### config.mk
export PLATFORM = sky130hd
export DESIGN_NAME = pixel_readout_buffer
export DESIGN_NICKNAME = d
export VERILOG_FILES = /design/src/rtl/camera_pkg.sv /design/src/rtl/readout_bank.sv /design/src/rtl/pixel_readout_buffer.sv
export SDC_FILE = /design/constraint.sdc
export NUM_CORES = 1
export LEC_CHECK = 0
export CAP_MARGIN = 5
export CORE_MARGIN = 2
export CORE_UTILIZATION = 25
export CTS_CLUSTER_DIAMETER = 100
export DETAILED_ROUTE_END_ITERATION = 8
export SLEW_MARGIN = 30
export SYNTH_ARGS = -nofsm -noshare
export SYNTH_HDL_FRONTEND = slang
export SYNTH_SLANG_ARGS = --single-unit
### constraint.sdc
create_clock -name clk -period 6.3 [get_ports clk]
set_clock_uncertainty 0.05 [all_clocks]
set_input_delay 1.89 -clock clk [delete_from_list [all_inputs] [get_ports clk]]
set_output_delay 1.89 -clock clk [all_outputs]
set_load 0.02 [all_outputs]
### src/rtl/camera_pkg.sv
`default_nettype none
// ============================================================================
//  Module   : camera_pkg
//  Purpose  : Shared constants and types for the pixel readout path.
//  Revision : 1.0  initial release
// ============================================================================
package camera_pkg;

   localparam int DATA_W_DEF      = 8;   // bits per pixel sample
   localparam int COLS_DEF        = 2;   // pixels per row (one ADC per column)
   localparam int ROWS            = 2;   // nre1 = row 0, nre2 = row 1
   localparam int DROP_CNT_W      = 8;   // width of the saturating drop counter
   localparam int DARK_OFFSET_DEF = 16;  // default dark level

   // Read-side state machine encoding
   typedef enum logic [0:0] {
      RD_IDLE   = 1'b0,
      RD_STREAM = 1'b1
   } rd_state_e;

endpackage
`default_nettype wire

### src/rtl/readout_bank.sv
`default_nettype none
// ============================================================================
//  Module   : readout_bank
//  Purpose  : Single-frame store (ROWS x COLS samples). Whole rows are written
//             at once; pixels are read back by linear index row*COLS+col.
//             The full flag marks a complete frame awaiting readout.
//  Revision : 1.0  initial release
// ============================================================================
module readout_bank
   import camera_pkg::*;
#(
   parameter int DATA_W = DATA_W_DEF,
   parameter int COLS   = COLS_DEF,
   parameter int IDX_W  = $clog2(ROWS * COLS)
) (
   input  logic                   clk,
   input  logic                   reset,
   input  logic                   wr_en_i,
   input  logic                   wr_row_i,
   input  logic [COLS*DATA_W-1:0] wr_data_i,
   input  logic                   set_full_i,
   input  logic                   clr_full_i,
   input  logic [IDX_W-1:0]       rd_idx_i,
   output logic [DATA_W-1:0]      rd_data_o,
   output logic                   full_o
);

   logic [DATA_W-1:0] mem_q [ROWS*COLS];
   logic              full_q;

   // Row write and full-flag maintenance; clear wins over set
   always_ff @(posedge clk) begin
      if (reset) begin
         full_q <= 1'b0;
         for (int i = 0; i < ROWS * COLS; i++) begin
            mem_q[i] <= '0;
         end
      end else begin
         if (wr_en_i) begin
            for (int c = 0; c < COLS; c++) begin
               mem_q[int'(wr_row_i) * COLS + c] <= wr_data_i[c*DATA_W +: DATA_W];
            end
         end
         if (clr_full_i) begin
            full_q <= 1'b0;
         end else if (set_full_i) begin
            full_q <= 1'b1;
         end
      end
   end

   assign rd_data_o = mem_q[rd_idx_i];
   assign full_o    = full_q;

endmodule
`default_nettype wire

### src/rtl/pixel_readout_buffer.sv
`default_nettype none
// ============================================================================
//  Module   : pixel_readout_buffer
//  Purpose  : Captures per-column ADC results of the 2-row pixel array,
//             stores complete frames in a ping-pong pair of banks and
//             streams pixels row-major over valid/ready.
//  Options  : DARK_SUB_EN - when defined, each sample is stored as
//             max(sample - DARK_OFFSET, 0); otherwise stored unmodified.
//  Revision : 1.0  initial release
// ============================================================================
module pixel_readout_buffer
   import camera_pkg::*;
#(
   parameter int DATA_W      = DATA_W_DEF,
   parameter int COLS        = COLS_DEF,
   parameter int DARK_OFFSET = DARK_OFFSET_DEF
) (
   input  logic                   clk,
   input  logic                   reset,
   input  logic                   nre1,
   input  logic                   nre2,
   input  logic                   adc,
   input  logic                   erase,
   input  logic [COLS*DATA_W-1:0] adc_data,
   output logic [DATA_W-1:0]      out_data,
   output logic                   out_valid,
   input  logic                   out_ready,
   output logic                   out_last,
   output logic                   frame_drop,
   output logic                   seq_err,
   output logic [DROP_CNT_W-1:0]  drop_count
);

   localparam int               IDX_W    = $clog2(ROWS * COLS);
   localparam logic [IDX_W-1:0] LAST_IDX = IDX_W'(ROWS * COLS - 1);

   // ---------------------------------------------------------------------
   // Capture-side state
   // ---------------------------------------------------------------------
   logic                  adc_q, erase_q;
   logic                  exp_row_q, exp_row_d;
   logic                  wbank_q, wbank_d;
   logic                  seq_err_q, seq_err_d;
   logic                  frame_drop_q, frame_drop_d;
   logic [DROP_CNT_W-1:0] drop_cnt_q, drop_cnt_d;

   // ---------------------------------------------------------------------
   // Read-side state
   // ---------------------------------------------------------------------
   rd_state_e             state_q;
   logic [IDX_W-1:0]      idx_q;
   logic                  rbank_q;
   logic [DATA_W-1:0]     out_data_q;
   logic                  out_valid_q;
   logic                  out_last_q;

   logic                  adc_rise, erase_rise;
   logic                  row0_sel, row1_sel;
   logic                  exp_row_eff;
   logic                  cap_wr_en, cap_wr_row, cap_set_full;
   logic                  rd_free;
   logic [IDX_W-1:0]      rd_idx;
   logic [COLS*DATA_W-1:0] cap_data;
   logic                  bank_full    [2];
   logic [DATA_W-1:0]     bank_rd_data [2];
   logic                  wbank_full, rbank_full;
   logic [DATA_W-1:0]     rd_data;

   assign adc_rise   = adc & ~adc_q;
   assign erase_rise = erase & ~erase_q;
   assign row0_sel   = ~nre1 &  nre2;
   assign row1_sel   =  nre1 & ~nre2;

   // An erase edge in the same cycle restarts the frame before the strobe is judged
   assign exp_row_eff = erase_rise ? 1'b0 : exp_row_q;

   assign wbank_full = bank_full[wbank_q];
   assign rbank_full = bank_full[rbank_q];
   assign rd_data    = bank_rd_data[rbank_q];

   // ---------------------------------------------------------------------
   // Optional dark-level subtraction, applied to the write data directly
   // ---------------------------------------------------------------------
`ifdef DARK_SUB_EN
   localparam logic [DATA_W-1:0] OFFSET_V = DATA_W'(DARK_OFFSET);

   for (genvar c = 0; c < COLS; c++) begin : g_dark
      logic [DATA_W-1:0] sample;
      assign sample = adc_data[c*DATA_W +: DATA_W];
      assign cap_data[c*DATA_W +: DATA_W] = (sample > OFFSET_V) ? (sample - OFFSET_V) : '0;
   end
`else
   assign cap_data = adc_data;
`endif

   // Capture decision for the current strobe edge
   always_comb begin
      exp_row_d    = exp_row_eff;
      wbank_d      = wbank_q;
      seq_err_d    = 1'b0;
      frame_drop_d = 1'b0;
      drop_cnt_d   = drop_cnt_q;
      cap_wr_en    = 1'b0;
      cap_wr_row   = 1'b0;
      cap_set_full = 1'b0;
      if (adc_rise) begin
         if (row0_sel) begin
            if (wbank_full) begin
               // No room: discard this frame; its row 1 will be rejected later
               frame_drop_d = 1'b1;
               exp_row_d    = 1'b0;
               if (drop_cnt_q != '1) begin
                  drop_cnt_d = drop_cnt_q + 1'b1;
               end
            end else begin
               cap_wr_en  = 1'b1;
               cap_wr_row = 1'b0;
               exp_row_d  = 1'b1;
               // A repeated row 0 is flagged but still replaces the old one
               seq_err_d  = exp_row_eff;
            end
         end else if (row1_sel) begin
            if (exp_row_eff) begin
               cap_wr_en    = 1'b1;
               cap_wr_row   = 1'b1;
               cap_set_full = 1'b1;
               wbank_d      = ~wbank_q;
               exp_row_d    = 1'b0;
            end else begin
               seq_err_d = 1'b1;
            end
         end else begin
            // Both or neither row enable asserted
            seq_err_d = 1'b1;
         end
      end
   end

   // Capture-side registers
   always_ff @(posedge clk) begin
      if (reset) begin
         adc_q        <= 1'b0;
         erase_q      <= 1'b0;
         exp_row_q    <= 1'b0;
         wbank_q      <= 1'b0;
         seq_err_q    <= 1'b0;
         frame_drop_q <= 1'b0;
         drop_cnt_q   <= '0;
      end else begin
         adc_q        <= adc;
         erase_q      <= erase;
         exp_row_q    <= exp_row_d;
         wbank_q      <= wbank_d;
         seq_err_q    <= seq_err_d;
         frame_drop_q <= frame_drop_d;
         drop_cnt_q   <= drop_cnt_d;
      end
   end

   // ---------------------------------------------------------------------
   // Frame banks
   // ---------------------------------------------------------------------
   assign rd_free = out_valid_q & out_ready & out_last_q;
   assign rd_idx  = (state_q == RD_STREAM) ? (idx_q + 1'b1) : '0;

   for (genvar b = 0; b < 2; b++) begin : g_bank
      readout_bank #(
         .DATA_W (DATA_W),
         .COLS   (COLS),
         .IDX_W  (IDX_W)
      ) u_bank (
         .clk        (clk),
         .reset      (reset),
         .wr_en_i    (cap_wr_en & (wbank_q == 1'(b))),
         .wr_row_i   (cap_wr_row),
         .wr_data_i  (cap_data),
         .set_full_i (cap_set_full & (wbank_q == 1'(b))),
         .clr_full_i (rd_free & (rbank_q == 1'(b))),
         .rd_idx_i   (rd_idx),
         .rd_data_o  (bank_rd_data[b]),
         .full_o     (bank_full[b])
      );
   end

   // Read FSM: presents the next pixel of bank R, advancing on each accepted beat
   always_ff @(posedge clk) begin
      if (reset) begin
         state_q     <= RD_IDLE;
         idx_q       <= '0;
         rbank_q     <= 1'b0;
         out_data_q  <= '0;
         out_valid_q <= 1'b0;
         out_last_q  <= 1'b0;
      end else begin
         case (state_q)
            RD_IDLE: begin
               if (rbank_full) begin
                  state_q     <= RD_STREAM;
                  idx_q       <= '0;
                  out_valid_q <= 1'b1;
                  out_data_q  <= rd_data;
                  out_last_q  <= (rd_idx == LAST_IDX);
               end
            end
            RD_STREAM: begin
               if (out_ready) begin
                  if (out_last_q) begin
                     // Bank released; the other bank is picked up next cycle
                     state_q     <= RD_IDLE;
                     rbank_q     <= ~rbank_q;
                     out_valid_q <= 1'b0;
                     out_last_q  <= 1'b0;
                  end else begin
                     idx_q      <= rd_idx;
                     out_data_q <= rd_data;
                     out_last_q <= (rd_idx == LAST_IDX);
                  end
               end
            end
            default: begin
               state_q     <= RD_IDLE;
               out_valid_q <= 1'b0;
               out_last_q  <= 1'b0;
            end
         endcase
      end
   end

   assign out_data   = out_data_q;
   assign out_valid  = out_valid_q;
   assign out_last   = out_last_q;
   assign frame_drop = frame_drop_q;
   assign seq_err    = seq_err_q;
   assign drop_count = drop_cnt_q;

endmodule
`default_nettype wire

==> results of run 1 <==
-- cells by family after synthesis --
family	Yosys count	synth area share (%)
compound gates	87	14.91
xor+xnor	3	0.6092
fa+ha+maj	1	0.2900
buf+inv	29	3.335
flops	94	58.47
mux	19	4.437
simple gates	127	17.95
-- how the worst max path moves through the flow --
stage                     startpoint                            to  slack (ns)  cells past startpoint
final                          reset  g_bank[1].u_bank.mem_q[2][1]        2.29                      4
after CTS                      reset  g_bank[1].u_bank.mem_q[2][2]        2.25                      4
after detailed placement       reset  g_bank[1].u_bank.mem_q[2][2]        1.89                      4
after floorplan                reset  g_bank[0].u_bank.mem_q[0][0]        2.84                      5
after global placement         reset  g_bank[1].u_bank.mem_q[2][1]        1.92                      4
after global routing           reset  g_bank[1].u_bank.mem_q[2][2]        2.15                      4
-- registers in the layout, summed over array words and instances, names as in the netlist --
| name | cells |
|---|---|
| idx_q | 2 |
| state_q | 1 |
| adc_q | 1 |
| out_valid | 1 |
| wbank_q | 1 |
| frame_drop | 1 |
| erase_q | 1 |
| out_data | 8 |
| exp_row_q | 1 |
| out_last | 1 |
| drop_count | 8 |
| g_bank.u_bank.full_o | 2 |
| rbank_q | 1 |
| seq_err | 1 |
| g_bank.u_bank.mem_q | 64 |
-- routing by layer --
metal	share of wire, %	global-route usage [%]	up-vias
met5	0	0	-
met4	0.98	3.588	0
met3	4.3	2.469	7
met2	50	19.26	65
met1	45	13.88	1452
li1	-	-	1413
-- critical path: stages --
cell,delay [ns]
clkdlybuf4s50_1,1.06
buf_4,0.41
and3b_1,0.42
and2_1,0.27
-- cells in the final DEF (no fill, tap or decap), types with 3 or more instances in the layout --
cell | Yosys | layout
mux2i_1 | 18 | 18
nor2_1 | 17 | 17
nand2b_1 | 3 | 3
nor2b_1 | 6 | 5
a22o_1 | 5 | 5
or2_2 | 7 | 7
a21oi_1 | 14 | 14
o21ai_0 | 8 | 8
nor3b_1 | 4 | 4
clkbuf_16 | 0 | 9
a311oi_1 | 8 | 8
or3_1 | 5 | 5
nand3_1 | 4 | 4
edfxtp_1 | 64 | 64
buf_4 | 1 | 3
nand3b_1 | 3 | 3
a22oi_1 | 3 | 3
nand2_1 | 9 | 9
dfxtp_1 | 30 | 30
a21o_1 | 10 | 10
o211ai_1 | 15 | 15
clkdlybuf4s50_1 | 0 | 42
nor3_1 | 7 | 7
and2_1 | 48 | 48
inv_1 | 3 | 3
a2bb2oi_1 | 14 | 14
-- final cells by class --
class	instances	area, um2	share of cell area, %
Sequential cell	94	2522	48.60
Multi-Input combinational cell	237	1657	31.92
Timing Repair Buffer	45	442.9	8.534
Tap cell	225	281.5	5.424
Clock buffer	11	232.7	4.484
Clock inverter	5	35.03	0.6750
Inverter	5	18.77	0.3616
-- where the power goes --
group | internal [mW] | switching, mW
Combinational | 0.0264 | 0.0372
Sequential | 0.674 | 0.00510
Clock | 0.269 | 0.228
Total | 0.969 | 0.271
==> qor.yml, run 1 <==
vias: 2937
port_buffers: 42
maxCapViolCount: 0
worst_slew_pin_slew_ns: 0.8984
drcViolationCount: 0
ios: 43
rsz0062_at_grt: "no"
drtIter0Drc: 141
drt_wl_total_um: 10030
cp.arrival_ns: 4.06
syn_nets: 384
place_congestion: 0.7352
synth_top_flop_cell: "edfxtp_1"
async_flop_share_pct: 0
clk_latency_ns: 0.34
stdcell_count: 622
dpl_cell_area_um2: 4922
r2r_setup_slack_ns: 4.03
finalSetupViolCount: 0
power_density_nw_per_um2: 238.9
criticalPathCategory: "input pin to flip-flop"
cts-root-buf: "clkbuf_16"
syn_inst: 360
syn_avg_cell_area_um2: 11.98
core_um2: 17060
cts_buffers: 9
die_h_um: 135.4
outcome: "finished clean"
fin_crit_sh_pct: 63.62
final-max-slew-violation-count: 0
cp.required_ns: 6.35
place_ws_ns: 1.886
hold_path_startpoint: "out_valid"
hold_viol: 0
finalPower_mw: 1.240
r2r-end: "g_bank[1].u_bank.mem_q[2][1]"
routedWlPerCell_um: 16.13
syn_to_final_growth_pct: 20.30
start_util_pct: 25.29
yosysUniqueCellTypes: 53
h-tree-depth: 3
cts_setup_buffers: 0
clk_path_buf_depth: 2
slew_headroom_pct: 39.92
fin_util_pct: 30.43
std_cell_rows: 48
worstPathMaxFanout: 23
grt-ovfl-total: 0
grt_pass1_wl_um: 15710
holdPathStages: 2
reg2regPathDepth: 4
hp-class: "flip-flop to flip-flop"
worst_hold_path.endpoint: "out_valid"
synth_top_area_cell: "edfxtp_1"
grt_max_degree: 26
antenna_found_initial: 0
fmax_ghz: 0.2495
cts_resized: 0
postLayoutCellArea_um2: 5190
via_per_inst: 4.722
track_usage_pct: 11.16
r2r_start: "adc_q"
drive_gt1_share_pct: 8.312
dr.pass1.iters: 4
dp_hpwl_um: 7251
nets: 416
p_leak_nw: 1.764
ys_warn_count: 0
die_area_um2: 18320
cts.reportedPaths.clkPinSlew_ns: 0.07
cts_hold_buf: 0
synth-edff-count: 64
ys_seq_elements: 94
ir_drop_mv: 0.1149
fillers: 1776
cp-start-kind: "input pin"
synth_top_area_share_pct: 44.55
die_x_um: 135.4
ys_top_cells_by_area: "edfxtp_1 (45%), dfxtp_1 (14%), and2_1 (7.0%)"
min_period_ns: 4.008
cp-end-kind: "flip-flop"
worst_slack_ns: 2.292
place_inst: 606
setup_tns_ns: 0
antenna_cells: 0
whs_ns: 0.4310
syn_area_um2: 4314
grt_pass1_vias: 2926
yosysSeqAreaShare_pct: 58.47
postRouteAntennaNets: 0
cts.sinks: 94
cts_tree: "built"
synth_commonest_cells: "edfxtp_1 (64), and2_1 (48), dfxtp_1 (30), mux2i_1 (18), nor2_1 (17)"
synth.most_common_cell: "edfxtp_1"
No activity file was read; power rests on OpenSTA's default activity.
==> inputs of run 2 (changes only) <==
==> constraint.sdc (replaced) <==
create_clock -name clk -period 3.25 [get_ports clk]
set_clock_uncertainty 0.05 [all_clocks]
set_input_delay 0.975 -clock clk [delete_from_list [all_inputs] [get_ports clk]]
set_output_delay 0.975 -clock clk [all_outputs]
set_load 0.02 [all_outputs]
==> run 2 against run 1 <==
First-iteration DRC count up 100%. Register-to-register slack worse by 2.9 ns. Combinational power up 100%. Core utilization up 0.53 points.
==> qor.yml, run 2 (synthesis results as in run 1) <==
outcome: "finished clean"
place_congestion: 0.7631
die_area_um2: 18320
p_comb_share_pct: 5.0
maxCapViolCount: 0
h-tree-depth: 3
drive_gt1_share_pct: 9.653
p_leak_nw: 1.817
via_per_inst: 4.623
layout_commonest_cell: "edfxtp_1"
dp_hpwl_um: 7701
clk_latency_ns: 0.34
slew_headroom_pct: 54.55
swShare_pct: 20.64
setup_tns_ns: 0
antenna_found_initial: 0
regMostFlops: "g_bank.u_bank.mem_q"
track_usage_pct: 11.87
drcViolationCount: 0
hold_path_startpoint: "out_valid"
grt_max_degree: 26
port_buffers: 42
std_cell_rows: 48
drtIter0Drc: 283
die_h_um: 135.4
reg2regPathDepth: 3
holdPathStages: 2
ir_drop_mv: 0.2519
cts_setup_buffers: 0
seqPwrFrac_pct: 51.6
grt_pass1_wl_um: 16610
intPower_mw: 2.029
cts.reportedPaths.clkPinSlew_ns: 0.06
nets: 423
drt_wl_total_um: 10340
p_clk_share_pct: 43.4
fin_crit_sh_pct: 82.96
criticalPathCategory: "input pin to flip-flop"
worstPathMaxFanout: 8
dr.pass1.iters: 4
cp_slowest_cell: "nor4_4"
clk_path_buf_depth: 2
antenna_cells: 0
met3_length_um: 310
highest_layer: "met4"
worst_slew_pin_slew_ns: 0.6778
routedWlPerCell_um: 16.44
dr_wl_met2_um: 4980
seq_area_um2: 2522
die_x_um: 135.4
cts.sinks: 94
hp-class: "flip-flop to flip-flop"
rsz0062_at_grt: "no"
ios: 43
cts_buffers: 9
start_util_pct: 25.29
grt-ovfl-total: 0
min_period_ns: 2.696
cp-start-kind: "input pin"
layout_common_cells: "edfxtp_1 (64), and2_1 (48), clkdlybuf4s50_1 (42)"
worst_hold_path.endpoint: "out_valid"
cts-root-buf: "clkbuf_16"
r2r_start: "wbank_q"
cp-end-kind: "flip-flop"
largest_reg_flops: 64
cts_resized: 0
met1Wirelength_um: 4926
hold_viol: 0
multi_input_area_um2: 1648
core_um2: 17060
finalSetupViolCount: 0
path_cells: "clkdlybuf4s50_1 > nand2b_1 > nor4_4 > nor2b_1 > or2_2"
power_density_nw_per_um2: 484.3
cts_tree: "built"
switchingPower_mw: 0.5280
fmax_ghz: 0.3709
fin_util_pct: 30.96
r2r-end: "g_bank[0].u_bank.mem_q[0][7]"
syn_to_final_growth_pct: 22.39
vias: 2908
cp.arrival_ns: 2.68
fillers: 1740
cp.required_ns: 3.24
final-max-slew-violation-count: 0
postRouteAntennaNets: 0
cts_hold_buf: 0
grt_pass1_vias: 2934
r2r_setup_slack_ns: 1.13
cpPeakStageDelay_ns: 0.52
[run 2: power groups by stage]
| stage | logic [mW] | registers (mW) | clock network, mW |
|---|---|---|---|
| after floorplan | 0.0583 | 1.34 | 0 |
| after global placement | 0.127 | 1.35 | 0 |
| after detailed placement | 0.130 | 1.35 | 0 |
| after CTS | 0.130 | 1.32 | 1.12 |
| after global routing | 0.138 | 1.32 | 1.18 |
| final | 0.129 | 1.32 | 1.11 |
[run 2: critical path: cells and delay by family]
family                 cells  cell delay [ns]
buffers and inverters      1             0.50
and+or+nand+nor            4             1.21
[run 2: metrics by stage]
step	cells	power [mW]	hold WS (ns)	instance area (um2)	worst slack [ns]
CTS	629	2.573	0.4364	5280	0.6019
finish	629	2.557	0.4326	5280	0.5538
detailed placement	613	1.476	0.4245	4966	0.2708
global route	629	2.639	0.4616	5280	0.4685
floorplan	360	1.400	0.4078	4314	0.7021
global placement	613	1.473	0.4246	4966	0.2947
[run 2: worst max-delay path by stage]
stage / start / endpoint / slack [ns] / cells after the start
final: adc / g_bank[0].u_bank.mem_q[3][2] / 0.55 / 5
after global routing: nre1 / g_bank[0].u_bank.mem_q[3][2] / 0.47 / 5
after floorplan: reset / g_bank[0].u_bank.mem_q[0][0] / 0.70 / 5
after global placement: adc / g_bank[0].u_bank.mem_q[3][0] / 0.29 / 5
after CTS: adc / g_bank[0].u_bank.mem_q[3][2] / 0.60 / 5
after detailed placement: nre1 / g_bank[0].u_bank.mem_q[0][7] / 0.27 / 5
[run 2: routing by layer]
metal	vias to the layer above	track usage [%]
met5	-	0
met4	0	3.646
met3	8	2.357
met2	53	19.68
met1	1412	15.69
li1	1435	-
[run 2: layout make-up]
type	count	area share [%]
well taps	225	5.332
inverters	5	0.3555
clock buffers	9	4.265
repair buffers	52	9.384
multi-input cells	237	31.21
clock inverters	7	1.682
flip-flops and latches	94	47.77
==> RTL change, RTL diff (flow settings as in run 2) <==
Reset style: asynchronous (`reset`), changed in 3 clocked blocks.
--- a/src/rtl/readout_bank.sv
+++ b/src/rtl/readout_bank.sv
@@ -29,7 +29,7 @@
    logic              full_q;
 
    // Row write and full-flag maintenance; clear wins over set
-   always_ff @(posedge clk) begin
+   always_ff @(posedge clk or posedge reset) begin
       if (reset) begin
          full_q <= 1'b0;
          for (int i = 0; i < ROWS * COLS; i++) begin
--- a/src/rtl/pixel_readout_buffer.sv
+++ b/src/rtl/pixel_readout_buffer.sv
@@ -137,7 +137,7 @@
    end
 
    // Capture-side registers
-   always_ff @(posedge clk) begin
+   always_ff @(posedge clk or posedge reset) begin
       if (reset) begin
          adc_q        <= 1'b0;
          erase_q      <= 1'b0;
@@ -183,7 +183,7 @@
    end
 
    // Read FSM: presents the next pixel of bank R, advancing on each accepted beat
-   always_ff @(posedge clk) begin
+   always_ff @(posedge clk or posedge reset) begin
       if (reset) begin
          state_q     <= RD_IDLE;
          idx_q       <= '0;
Function: differs if reset is asserted again (counterexample within 4 cycles, from zero or initial values and one cycle with reset high); with reset held inactive, the same outputs for 10 cycles.
==> RTL change against run 2 <==
Setup slack improved by 0.025 ns; sequential cell count unchanged; sequential share of layout area decreased by 3.0 points; routed wire length decreased by 16%; design area decreased by 0.52%; die area decreased by 2.5%; synthesized area decreased by 2.5%; critical path depth increased by 2.
Power is not compared: it rests on default switching activity, and its combinational part moved more than twofold at a synthesized area within 25%.
==> RTL change: results (changes against run 2) <==
- Top FF cell, synth: dfrtp_1
- First-pass GRT wire length: 14.2 mm (-14%)
* Worst Tran Pin Value: 0.648 ns (-0.0294 ns)
- Largest net degree at the start of global routing: 47 (+81%)
* DR vias/cell: 4.36 (-5.7%)
- The number of DRC markers after the initial detailed-route iteration was 96 (-66%).
- Sorting the synthesized cells by how often they occur yields 94 x dfrtp_1, 57 x mux2_2, 24 x nand2_1.
- Largest cells by area after synthesis: dfrtp_1 56%, mux2_2 15%, mux4_2 8.0%
* Fill cell total of the finished layout: 1622 (-6.8%)
* Cell variety after synth: 43 (-19%)
* Max FFs per register: 64 (unchanged)
- The data arrival at the endpoint of the critical path came to 2.85 ns (+0.17 ns).
* Maximum vdd ir drop: 337 uV
- The number of global-route vias before repair came to 2617 (-11%).
* Met1 capacity usage during global routing: 12.8% (-2.8 points)
* 1st-pass router iterations: 4 (unchanged)
- The final weighted congestion in routability-driven placement is 0.734 (-3.8%).
* Number of antenna violations at the first check in global routing: 0 (unchanged)
* Most flops, register: g_bank.u_bank.mem_q
- Final layout net count: 365 (-14%)
* Share of flip-flops with an asynchronous set or reset after synthesis: 100% (+100 points)
- The total setup buffers inserted after CTS was 0 (unchanged).
- The overall routing resource usage came to 10.3% (-1.5 points).
- Layer with the highest usage after global routing: met2
- The global-route met3 utilization was 2.59% (+0.23 points).
* Sequential fraction of the synthesis area: 55.9% (-2.5 points)
* Count of instances resized after the clock tree is built: 0 (unchanged)
- The total number of yosys warnings came to 0 (unchanged).
- Met2 track demand over resource in global routing: 17.2% (-2.5 points)
- Routed wire length: 8.64 mm (-16%)
* Dominant combinational cell family by area after synthesis: multiplexers
- The fraction of layout cells with a size suffix above 1 came to 33.8% (+24 points).
- The run finished with clean final reports.
- Worst slack at placement: 0.209 ns (-0.0617 ns)
- Leakage component of the power: 2.32 nW
* Compound-Gate Fraction of Synth Area: 3.90% (-11 points)
- Reg clk slew, reported paths: 0.07 ns
- The estimated wirelength of the detail-placed design came to 6.00 mm (-22%).
* Arithmetic-cell share of the synthesized area counting full adders, half adders and majority gates: 0.298% (+0.0075 points)
* Ant diodes: 0 (unchanged)
* Net count after synthesis: 315 (-18%)
* Syn_area_per_cell: 14.5 um2 (+21%)
* Post-synthesis mux area share: 28.2% (+24 points)
- The standard cell area after detailed placement is 4910 um2 (-1.2%).
* Xor/xnor cell area share of the yosys netlist: 2.08% (+1.5 points)
==> RTL change: per-layer routing <==
layer / up-vias / wire length, um / part of all wire [%]
li1: 1147 / - / -
met1: 1287 / 3910 / 45
met2: 28 / 4290 / 50
met3: 6 / 307 / 3.6
met4: 0 / 132 / 1.5
met5: - / 0 / 0
==> RTL change: cells by family after synthesis <==
group                    Yosys count
XOR/XNOR                          10
AO/OA/AOI/OAI                     22
flip-flops                        94
multiplexers                      88
buffers and inverters             20
adder cells (fa/ha/maj)            1
AND/OR/NAND/NOR                   56
==> RTL change: cell type report <==
cell class | instances | area share [%]
Timing Repair Buffer | 54 | 9.96
Clock buffer | 9 | 4.29
Multi-Input combinational cell | 177 | 33.0
Tap cell | 220 | 5.24
Clock inverter | 7 | 2.29
Inverter | 5 | 0.429
Sequential cell | 94 | 44.8
==> RTL change: worst paths after layout <==
| kind | start | to | slack, ns | cells after the start |
|---|---|---|---|---|
| max in group asynchronous | reset | g_bank[0].u_bank.mem_q[1]$_DFFE_PP0P_ | 1.45 | 3 |
| setup / recovery | nre1 | g_bank[0].u_bank.mem_q[0]$_DFFE_PP0P_ | 0.58 | 7 |
| min in group asynchronous | reset | out_data[5]$_DFFE_PP0P_ | 0.97 | 2 |
| setup reg to reg | idx_q[0]$_DFFE_PP0P_ | out_data[3]$_DFFE_PP0P_ | 1.08 | 5 |
| hold / removal | drop_count[7]$_DFFE_PP0P_ | drop_count[7]$_DFFE_PP0P_ | 0.45 | 1 |
| hold reg to reg | drop_count[7]$_DFFE_PP0P_ | drop_count[7]$_DFFE_PP0P_ | 0.45 | 1 |
==> RTL change: report_power, final <==
part           switching, mW  internal [mW]  leakage, nW
sequential             0.250           1.56         1.21
clock                  0.453          0.754        0.166
combinational          0.705          0.879        0.938
==> RTL change: per-stage QoR <==
step / util, % / instances
after global placement: 29.7 / 550
after detailed placement: 29.7 / 550
after global routing: 31.8 / 566
final: 31.8 / 566
after floorplan: - / 291
after CTS: 31.8 / 566
==> RTL change: critical path, stage by stage <==
cell and delay (ns):
clkdlybuf4s50_1 0.54, inv_2 0.07, a2111oi_4 0.40, nand2_2 0.11, or2_1 0.25, buf_4 0.19, mux2_4 0.30
